### config.mk
export PLATFORM = sky130hd
export DESIGN_NAME = tdm_demux_1x4
export DESIGN_NICKNAME = d
export VERILOG_FILES = /design/src/rtl/tdm_pkg.sv /design/src/rtl/tdm_lock_fsm.sv /design/src/rtl/tdm_demux_1x4.sv
export SDC_FILE = /design/constraint.sdc
export NUM_CORES = 1
export LEC_CHECK = 0
export BUFFER_PORTS_ARGS = -buffer_cell sky130_fd_sc_hd__clkbuf_2
export CELL_PAD_IN_SITES_DETAIL_PLACEMENT = 0
export CELL_PAD_IN_SITES_GLOBAL_PLACEMENT = 1
export CORE_ASPECT_RATIO = 1.4
export CORE_MARGIN = 1
export CORE_UTILIZATION = 47
export CTS_BUF_LIST = sky130_fd_sc_hd__clkbuf_4
export DETAILED_ROUTE_END_ITERATION = 10
export PLACE_DENSITY_LB_ADDON = 0.25
export SLEW_MARGIN = 10
export SYNTH_ARGS = -nofsm -noshare
export SYNTH_HDL_FRONTEND = slang
export SYNTH_SLANG_ARGS = --single-unit
### constraint.sdc
create_clock -name clk -period 2.3 [get_ports clk]
set_input_delay 0.575 -clock clk [delete_from_list [all_inputs] [get_ports clk]]
set_output_delay 0.575 -clock clk [all_outputs]
set_load 0.005 [all_outputs]
### src/rtl/tdm_pkg.sv
`default_nettype none
// ============================================================================
// Module   : tdm_pkg
// Brief    : Shared constants and state encoding for the TDM mux/demux pair.
// Revision : 1.0 - initial release
// ============================================================================
package tdm_pkg;

  localparam int NUM_SLOTS = 4;
  localparam int SLOT_W    = 2;

  // Index of the final slot in a frame; the frame is complete after it.
  localparam logic [SLOT_W-1:0] SLOT_LAST = SLOT_W'(NUM_SLOTS - 1);

  typedef enum logic [1:0] {
    HUNT   = 2'd0,
    CHECK  = 2'd1,
    LOCKED = 2'd2
  } tdm_state_t;

  typedef logic [SLOT_W-1:0] slot_t;

endpackage
`default_nettype wire

### src/rtl/tdm_lock_fsm.sv
`default_nettype none
// ============================================================================
// Module   : tdm_lock_fsm
// Brief    : Frame-alignment state machine for the TDM demux. Tracks the sync
//            marker through HUNT/CHECK/LOCKED, runs the flywheel slot counter
//            and tells the datapath where to store each sample, when a frame
//            is complete and when a partial frame must be thrown away.
// Revision : 1.0 - initial release
// ============================================================================
module tdm_lock_fsm
  import tdm_pkg::*;
#(
  parameter int LOCK_COUNT = 2,
  parameter int MISS_LIMIT = 2
) (
  input  logic  clk,
  input  logic  rst,
  input  logic  i_valid,
  input  logic  i_sync,
  output logic  o_wr,
  output slot_t o_wr_idx,
  output logic  o_emit,
  output logic  o_drop,
  output logic  o_sync_err,
  output logic  o_locked
);

  localparam logic [2:0] c_LOCK = 3'(LOCK_COUNT);
  localparam logic [2:0] c_MISS = 3'(MISS_LIMIT);

  tdm_state_t r_state;
  slot_t      r_slot;
  logic [2:0] r_good;
  logic [2:0] r_err;
  logic       r_sync_err;
  logic       r_locked;

  tdm_state_t w_nstate;
  slot_t      w_nslot;
  logic [2:0] w_ngood;
  logic [2:0] w_nerr;
  logic       w_err;
  logic       w_wr;
  slot_t      w_idx;
  logic       w_emit;
  logic       w_drop;

  // Next-state decode for one qualified sample; nothing moves when i_valid is low.
  always_comb begin
    w_nstate = r_state;
    w_nslot  = r_slot;
    w_ngood  = r_good;
    w_nerr   = r_err;
    w_err    = 1'b0;
    w_wr     = 1'b0;
    w_idx    = r_slot;
    w_emit   = 1'b0;
    w_drop   = 1'b0;
    if (i_valid) begin
      case (r_state)
        HUNT: begin
          if (i_sync) begin
            w_wr     = 1'b1;
            w_idx    = '0;
            w_nslot  = slot_t'(1);
            w_ngood  = 3'd1;
            w_nerr   = 3'd0;
            w_nstate = (c_LOCK == 3'd1) ? LOCKED : CHECK;
          end
        end
        CHECK: begin
          if (r_slot == '0) begin
            if (i_sync) begin
              w_wr    = 1'b1;
              w_idx   = '0;
              w_nslot = slot_t'(1);
              w_ngood = r_good + 3'd1;
              if ((r_good + 3'd1) >= c_LOCK) begin
                w_nstate = LOCKED;
              end
            end else begin
              // Expected marker never showed up: start hunting afresh.
              w_err    = 1'b1;
              w_drop   = 1'b1;
              w_nstate = HUNT;
              w_nslot  = '0;
              w_ngood  = 3'd0;
            end
          end else if (i_sync) begin
            // Marker arrived early: treat this sample as the new slot 0.
            w_err   = 1'b1;
            w_wr    = 1'b1;
            w_idx   = '0;
            w_nslot = slot_t'(1);
            w_ngood = 3'd1;
          end else begin
            w_wr    = 1'b1;
            w_nslot = r_slot + slot_t'(1);
          end
        end
        LOCKED: begin
          // Flywheel: the counter always advances, the marker only scores errors.
          w_wr    = 1'b1;
          w_nslot = r_slot + slot_t'(1);
          w_err   = (r_slot == '0) ? !i_sync : i_sync;
          if (w_err) begin
            if ((r_err + 3'd1) >= c_MISS) begin
              w_wr     = 1'b0;
              w_drop   = 1'b1;
              w_nstate = HUNT;
              w_nslot  = '0;
              w_ngood  = 3'd0;
              w_nerr   = 3'd0;
            end else begin
              w_nerr = r_err + 3'd1;
            end
          end else if (r_slot == '0) begin
            w_nerr = 3'd0;
          end
          if ((r_slot == SLOT_LAST) && !w_drop) begin
            w_emit = 1'b1;
          end
        end
        default: begin
          w_nstate = HUNT;
          w_nslot  = '0;
          w_ngood  = 3'd0;
          w_nerr   = 3'd0;
        end
      endcase
    end
  end

  // State, counters and registered status outputs.
  always_ff @(posedge clk or posedge rst) begin
    if (rst) begin
      r_state    <= HUNT;
      r_slot     <= '0;
      r_good     <= 3'd0;
      r_err      <= 3'd0;
      r_sync_err <= 1'b0;
      r_locked   <= 1'b0;
    end else begin
      r_state    <= w_nstate;
      r_slot     <= w_nslot;
      r_good     <= w_ngood;
      r_err      <= w_nerr;
      r_sync_err <= w_err;
      r_locked   <= (w_nstate == LOCKED);
    end
  end

  assign o_wr       = w_wr;
  assign o_wr_idx   = w_idx;
  assign o_emit     = w_emit;
  assign o_drop     = w_drop;
  assign o_sync_err = r_sync_err;
  assign o_locked   = r_locked;

endmodule
`default_nettype wire

### src/rtl/tdm_demux_1x4.sv
`default_nettype none
// ============================================================================
// Module   : tdm_demux_1x4
// Brief    : 1:4 TDM demultiplexer. Reassembles four 1-bit lanes from a serial
//            slot stream aligned by a slot-0 sync marker; emits one lane word
//            per frame while locked.
//            Optional macro TDM_DEMUX_STATS_EN adds err_total[7:0], a
//            saturating count of sync errors.
// Revision : 1.0 - initial release
// ============================================================================
module tdm_demux_1x4
  import tdm_pkg::*;
#(
  parameter int LOCK_COUNT = 2,
  parameter int MISS_LIMIT = 2
) (
  input  logic                 clk,
  input  logic                 rst,
  input  logic                 din,
  input  logic                 sync,
  input  logic                 din_valid,
  output logic [NUM_SLOTS-1:0] out,
  output logic                 out_valid,
  output logic                 locked,
  output logic                 sync_err
`ifdef TDM_DEMUX_STATS_EN
  ,
  output logic [7:0]           err_total
`endif
);

  logic                 w_wr;
  slot_t                w_wr_idx;
  logic                 w_emit;
  logic                 w_drop;
  logic [NUM_SLOTS-1:0] r_shift;
  logic [NUM_SLOTS-1:0] r_out;
  logic                 r_out_valid;

  tdm_lock_fsm #(
    .LOCK_COUNT (LOCK_COUNT),
    .MISS_LIMIT (MISS_LIMIT)
  ) u_fsm (
    .clk        (clk),
    .rst        (rst),
    .i_valid    (din_valid),
    .i_sync     (sync),
    .o_wr       (w_wr),
    .o_wr_idx   (w_wr_idx),
    .o_emit     (w_emit),
    .o_drop     (w_drop),
    .o_sync_err (sync_err),
    .o_locked   (locked)
  );

  // Collect slot bits and publish the completed word on the slot-3 sample.
  always_ff @(posedge clk or posedge rst) begin
    if (rst) begin
      r_shift     <= '0;
      r_out       <= '0;
      r_out_valid <= 1'b0;
    end else begin
      r_out_valid <= 1'b0;
      if (w_drop) begin
        r_shift <= '0;
      end else if (w_wr) begin
        r_shift[w_wr_idx] <= din;
      end
      if (w_emit) begin
        r_out       <= {din, r_shift[NUM_SLOTS-2:0]};
        r_out_valid <= 1'b1;
      end
    end
  end

  assign out       = r_out;
  assign out_valid = r_out_valid;

`ifdef TDM_DEMUX_STATS_EN
  logic [7:0] r_err_total;

  // Saturating tally of sync errors; survives loss of lock.
  always_ff @(posedge clk or posedge rst) begin
    if (rst) begin
      r_err_total <= 8'd0;
    end else if (sync_err && (r_err_total != 8'hFF)) begin
      r_err_total <= r_err_total + 8'd1;
    end
  end

  assign err_total = r_err_total;
`endif

endmodule
`default_nettype wire
## Yosys cells after proc, flatten, opt, wreduce, memory -nomap -nowiden

Index checks and enable logic that the tools add are counted.

- $add $sub $neg: 3
- Order comparisons: 4
- Equality and inequality tests: 8
- Muxes and demuxes: 56
- Bitwise gates (word level): 1
- Reductions and logical operators: 11

Operators with widths:

| operator | count |
|---|---|
| 2-bit 2-to-1 mux | 15 |
| 3-bit 2-to-1 mux | 9 |
| 1-bit 2-to-1 mux | 21 |
| 3-bit one-hot mux with 3 select lines | 2 |
| 2-bit one-hot mux with 3 select lines | 2 |
| 4-bit 2-to-1 mux | 2 |
| 3-bit by 1-bit adder with 3-bit output (second input constant) | 2 |
| 2-bit equality test (second input constant) | 3 |
| 3-bit by 2-bit >= comparator with 1-bit output (second input constant) | 2 |
| 4-bit bitwise mux | 1 |
| 2-bit logical NOT | 2 |
| 2-bit by 1-bit inequality test with 1-bit output (second input constant) | 2 |
| 1-bit one-hot mux with 2 select lines | 2 |
| 4-bit AND reduction | 1 |
| 2-bit by 3-bit < comparator with 1-bit output (second input constant) | 1 |
| 3-bit by 1-bit inequality test with 1-bit output (second input constant) | 1 |
| 1-bit one-hot mux with 3 select lines | 1 |
| 3-bit AND reduction | 1 |
| 2-bit by 1-bit adder with 2-bit output (second input constant) | 1 |
| 1-bit demux with 2-bit select | 1 |
| 2-bit by 1-bit equality test with 1-bit output (second input constant) | 1 |
| 2-bit by 1-bit >= comparator with 1-bit output (second input constant) | 1 |
| 1-bit logical AND | 2 |
| 1-bit logical NOT | 2 |
| other kinds (5) | 5 |

- Flip-flop bits (word level): 21
- Output and inout bits: 7
- Word-level logic and storage cells: 92

## Depth between registers and ports, before layout

- Word-level depth: 12
- Depth in mapped cells: 8
- Gate-level depth less buffers: 7

## By module

From an unflattened synthesis, not the netlist that was laid out.

- Cell total of the unflattened synthesis: 125
- Area total of the unflattened synthesis: 1248.7 um^2

By module, submodules not included:

| module | instances | cells an instance | area each (um^2) | sequential area each (um^2) |
|---|---|---|---|---|
| tdm_lock_fsm | 1 | 102 | 914.6 | 300.3 |
| tdm_demux_1x4 | 1 | 23 | 334.1 | 200.2 |

## Worst setup path after synthesis

OpenSTA, ideal clock, no wires.

- Kind: input to register
- Start point: input port sync
- End point: register r_out[0] (netlist: out[0])
- Arrival: 1.885 ns
- Setup slack: 0.290 ns
- Stages on the path: 8
- Buffers on the path: 2
- Cell sequence: buf_2 -> inv_1 -> ha_1 -> nand2_1 -> o21ai_2 -> and3_1 -> buf_6 -> mux2_4

- Word-level cells in the longest chain between the ends: 10

RTL lines:

| element | RTL line | text |
|---|---|---|
| start: declaration | tdm_demux_1x4.sv:20 | `input logic sync,` |
| 1-bit logical NOT | tdm_lock_fsm.sv:105 | `w_err = (r_slot == '0) ? !i_sync : i_sync;` |
| 1-bit 2-to-1 mux (*) | tdm_lock_fsm.sv:105 |  |
| 1-bit 2-to-1 mux (*) | tdm_lock_fsm.sv:106 | `if (w_err) begin` |
| 1-bit 2-to-1 mux (*) | tdm_lock_fsm.sv:60 | `case (r_state)` |
| 1-bit 2-to-1 mux (*) | tdm_lock_fsm.sv:59 | `if (i_valid) begin` |
| 1-bit logical NOT (*) | tdm_lock_fsm.sv:120 | `if ((r_slot == SLOT_LAST) && !w_drop) begin` |
| 1-bit logical AND (*) | tdm_lock_fsm.sv:120 |  |
| 1-bit 2-to-1 mux (*) | tdm_lock_fsm.sv:120 |  |
| 1-bit 2-to-1 mux (*) | tdm_lock_fsm.sv:60 |  |
| 1-bit 2-to-1 mux (*) | tdm_lock_fsm.sv:59 |  |
| named net u_fsm.o_emit | tdm_lock_fsm.sv:22 | `output logic o_emit,` |
| end signal: assignment | tdm_demux_1x4.sv:70 | `r_out <= {din, r_shift[NUM_SLOTS-2:0]};` |
| end: declaration | tdm_demux_1x4.sv:37 | `logic [NUM_SLOTS-1:0] r_out;` |

Mark *: on every way through the listed nets, which the timed path passes. The rest lies on a longest branch. The select of a mux whose other input is x is not followed.
A chain may end at the register's enable or synchronous reset.

## Final worst setup path

- Start point: register u_fsm.r_slot[0]
- End point: register r_out[1] (netlist: out[1])

- Word-level cells in the longest chain between the ends: 10

RTL lines:

| element | RTL line | text |
|---|---|---|
| start: declaration | tdm_lock_fsm.sv:32 | `slot_t r_slot;` |
| start signal: assignment | tdm_lock_fsm.sv:145 | `r_slot <= w_nslot;` |
| 2-bit logical NOT | tdm_lock_fsm.sv:105 |  |
| 1-bit 2-to-1 mux | tdm_lock_fsm.sv:105 |  |
| 1-bit 2-to-1 mux | tdm_lock_fsm.sv:106 |  |
| 1-bit 2-to-1 mux | tdm_lock_fsm.sv:60 |  |
| 1-bit 2-to-1 mux | tdm_lock_fsm.sv:59 |  |
| 1-bit logical NOT | tdm_lock_fsm.sv:120 |  |
| 1-bit logical AND (*) | tdm_lock_fsm.sv:120 |  |
| 1-bit 2-to-1 mux (*) | tdm_lock_fsm.sv:120 |  |
| 1-bit 2-to-1 mux (*) | tdm_lock_fsm.sv:60 |  |
| 1-bit 2-to-1 mux (*) | tdm_lock_fsm.sv:59 |  |

Mark *: on every way between the ends. The rest lies on a longest branch, timed or not. The select of a mux whose other input is x is not followed.

==> impl_metrics.tcl <==
set metrics [dict create \
    status "finished clean" \
    hold_path_class "primary input to asynchronous set/reset pin" \
    slew_violations 0 \
    yosys-top-cells-area "dfrtp_1 40%, ha_1 11%, mux2_4 4.9%, inv_1 3.0%, nor2b_1 3.0%" \
    grt_pass1_wl_um 4360 \
    yosysMostFrequentCell "dfrtp_1" \
    fin_crit_ps 2116 \
    grt_start_max_net_pins 21 \
    ys_warn_count 0 \
    via_count 943 \
    crit_arrival_ps 2320 \
    port_buffers 11 \
    fill_cells 233 \
    fin_tns_setup_ps 0 \
    synth_mux_area_frac 0.08198 \
    period_share 0.9202 \
    routed_wl_um 2539 \
    cts_tree "built" \
    fmax_mhz 472.5 \
    worst_pin_slew_ps 762.6 \
    cts_sinks 20 \
    cp_top_family "adder cells" \
    synth_top_cell_by_area "dfrtp_1" \
    die_x_um 45.35 \
    drive_above_1_share 0.1866 \
    cts_repair_resize_count 0 \
    ys_seq_area_frac 0.4049 \
    cp_slowest_cell "dfrtp_1" \
    vias_per_cell 5.613 \
    die_h_um 62.68 \
    synth-xor-area-share 0.02024 \
    async_reset_ff_frac 1.000 \
    drt_drc_violations_left 0 \
    avgSynthCellArea_um2 10.22 \
    synth_top_cell_area_share 0.4049 \
    synth_compound_area_frac 0.1751 \
    hold_viol 0 \
    stdcell_area_um2 1374 \
    ios 12 \
    cts-root-buf "clkbuf_4" \
    path_cells "inv_1 -> ha_1 -> ha_1 -> nand2_1 -> o21ai_2 -> and3_1 -> mux2_4" \
    rsz0062_at_grt "no" \
    clkTransAtPathRegs_ps 120 \
    r2r_slack_ps 180 \
    synthToLayoutAreaGrowth_pct 11.13 \
    first_global_vias 972 \
    ys_types 40 \
    postLayoutCoreUtil 0.5622 \
    core-area_um2 2444 \
    max-clock-path-buffers 2 \
    start_kind "flip-flop" \
    synth_top_family_by_area "compound AO/OA/AOI/OAI gates" \
    setup_viol 0 \
    seqCellArea_um2 500.5 \
    finalWeightedCongestion 0.8065 \
    r2r_cells 7 \
    synthSimpleGateAreaFrac 0.1599 \
    cp_slowest_stage_delay_ps 440 \
    peakVddDrop_v 0.0005103 \
    htreeDepth 1 \
    n_antenna_cell 0 \
    num-nets-final 151 \
    critPathBufInv 1 \
    postCtsHoldBufs 0 \
    syn_area_um2 1236 \
    power_density_nw_per_um2 1115 \
    wl_per_cell_um 15.11 \
    crit_type "flip-flop to flip-flop" \
    antenna_found_initial 0 \
    row_count 21 \
    synth_fp_nets 137 \
    ant_nets 0 \
    track_usage 0.2053 \
    hold-worst-slack_ps 363.5 \
    cts_buffers 3 \
    clk_latency_ps 310 \
    p_leak_nw 0.6647 \
    drtIter0Drc 16 \
    maxCapViolations 0 \
    synth_top_flop_cell "dfrtp_1" \
    worst_r2r_startpoint "u_fsm.r_slot[0]" \
    synth-edff-count 0 \
    drt-pass1-iter-count 4 \
    ys_seq_elements 20 \
    finClkSkew_ps 6.824 \
    multi_input_area_um2 678.2 \
    placed_area_um2 1321 \
    synthCells 121 \
    overflow 0 \
    cp-end-kind "flip-flop" \
    path_common_cell "ha_1" \
    post_cts_buffers 0 \
    r2r-end "out[1]" \
    worst_ep_required_time_ps 2510 \
    crit_fanout 5 \
    die_area_um2 2842 \
    initial_core_util 0.5059 \
    dp_hpwl_um 1943 \
    crit_path_start "u_fsm.r_slot[0]" \
    synthAdderAreaFrac 0.1113 \
    synthTopCellsByCount "20 x dfrtp_1, 11 x ha_1, 10 x inv_1" \
    slew_headroom 0.4910 \
]
[layout make-up]
| cell class | count | share of cell area |
|---|---|---|
| Timing Repair Buffer | 12 | 0.04554 |
| Clock buffer | 3 | 0.01639 |
| Multi-Input combinational cell | 88 | 0.4936 |
| Clock inverter | 1 | 0.02186 |
| Tap cell | 34 | 0.03097 |
| Sequential cell | 20 | 0.3643 |
| Inverter | 10 | 0.02732 |
[worst max-delay path by stage]
stage | end | slack (ps) | depth (start not counted)
after floorplan | out[0] | 290 | 8
after global placement | r_shift[0] | 270 | 7
after detailed placement | out[3] | 200 | 7
after CTS | out[1] | 180 | 7
after global routing | out[1] | 30 | 7
final | out[1] | 180 | 7
[registers in the layout, indices dropped and copies added (netlist names)]
| signal | cells |
|---|---|
| out | 4 |
| out_valid | 1 |
| r_shift | 3 |
| u_fsm.o_locked | 1 |
| u_fsm.o_sync_err | 1 |
| u_fsm.r_err | 3 |
| u_fsm.r_good | 3 |
| u_fsm.r_slot | 2 |
| u_fsm.r_state | 2 |
[cell families after synthesis]
family                     count (synthesis)
and+or+nand+nor                           36
AOI/OAI and AO/OA                         31
DFF                                       20
buffers and inverters                     13
adders and majority gates                 11
muxes                                      8
xor gates and xnor gates                   2
[worst reg2reg max path: stages (launching register included)]
cell and delay, ps:
dfrtp_1 440, inv_1 100, ha_1 250, ha_1 340, nand2_1 100, o21ai_2 100, and3_1 360, mux2_4 330
[power breakdown]
| group | switching [mW] | leakage, nW | internal [mW] | total [mW] |
|---|---|---|---|---|
| Combinational | 0.399 | 0.370 | 0.294 | 0.692 |
| Sequential | 0.0910 | 0.267 | 0.458 | 0.549 |
| Clock | 0.114 | 0.0279 | 0.176 | 0.291 |
| Total | 0.604 | 0.665 | 0.928 | 1.53 |
[stage by stage]
step                instances  power, mW  worst slack (ps)
finish                    168      1.532             183.6
detailed placement        164      1.243             198.4
CTS                       168      1.541             183.5
floorplan                 121      1.061             290.3
global route              168      1.679             27.32
global placement          164      1.233             266.6
[per-layer routing]
layer	share of wire	vias to the layer above	wire length, µm	track usage
met4	0.016	0	40	0.08333
met3	0.024	6	60	0.02890
met5	0	-	0	0
li1	-	458	-	-
met1	0.43	454	1080	0.2486
met2	0.53	25	1357	0.3478
[cells in the final DEF, fill, tap and decap left out, drive strengths merged, types with 2 or more instances in the layout]
master / Yosys / final
nor4: 2 / 2
a31oi: 2 / 2
nand3: 2 / 2
nor2: 5 / 5
inv: 10 / 10
mux2i: 3 / 3
nor2b: 6 / 6
o21a: 2 / 2
o211ai: 3 / 3
nand2b: 5 / 5
o21ai: 8 / 8
ha: 11 / 11
dfrtp: 20 / 20
mux2: 5 / 5
a21oi: 5 / 5
clkbuf: 1 / 14
a211oi: 2 / 2
nand2: 6 / 6
and2: 4 / 4
o2111ai: 2 / 2
nor3: 2 / 2
No activity file was read; power rests on OpenSTA's default activity.
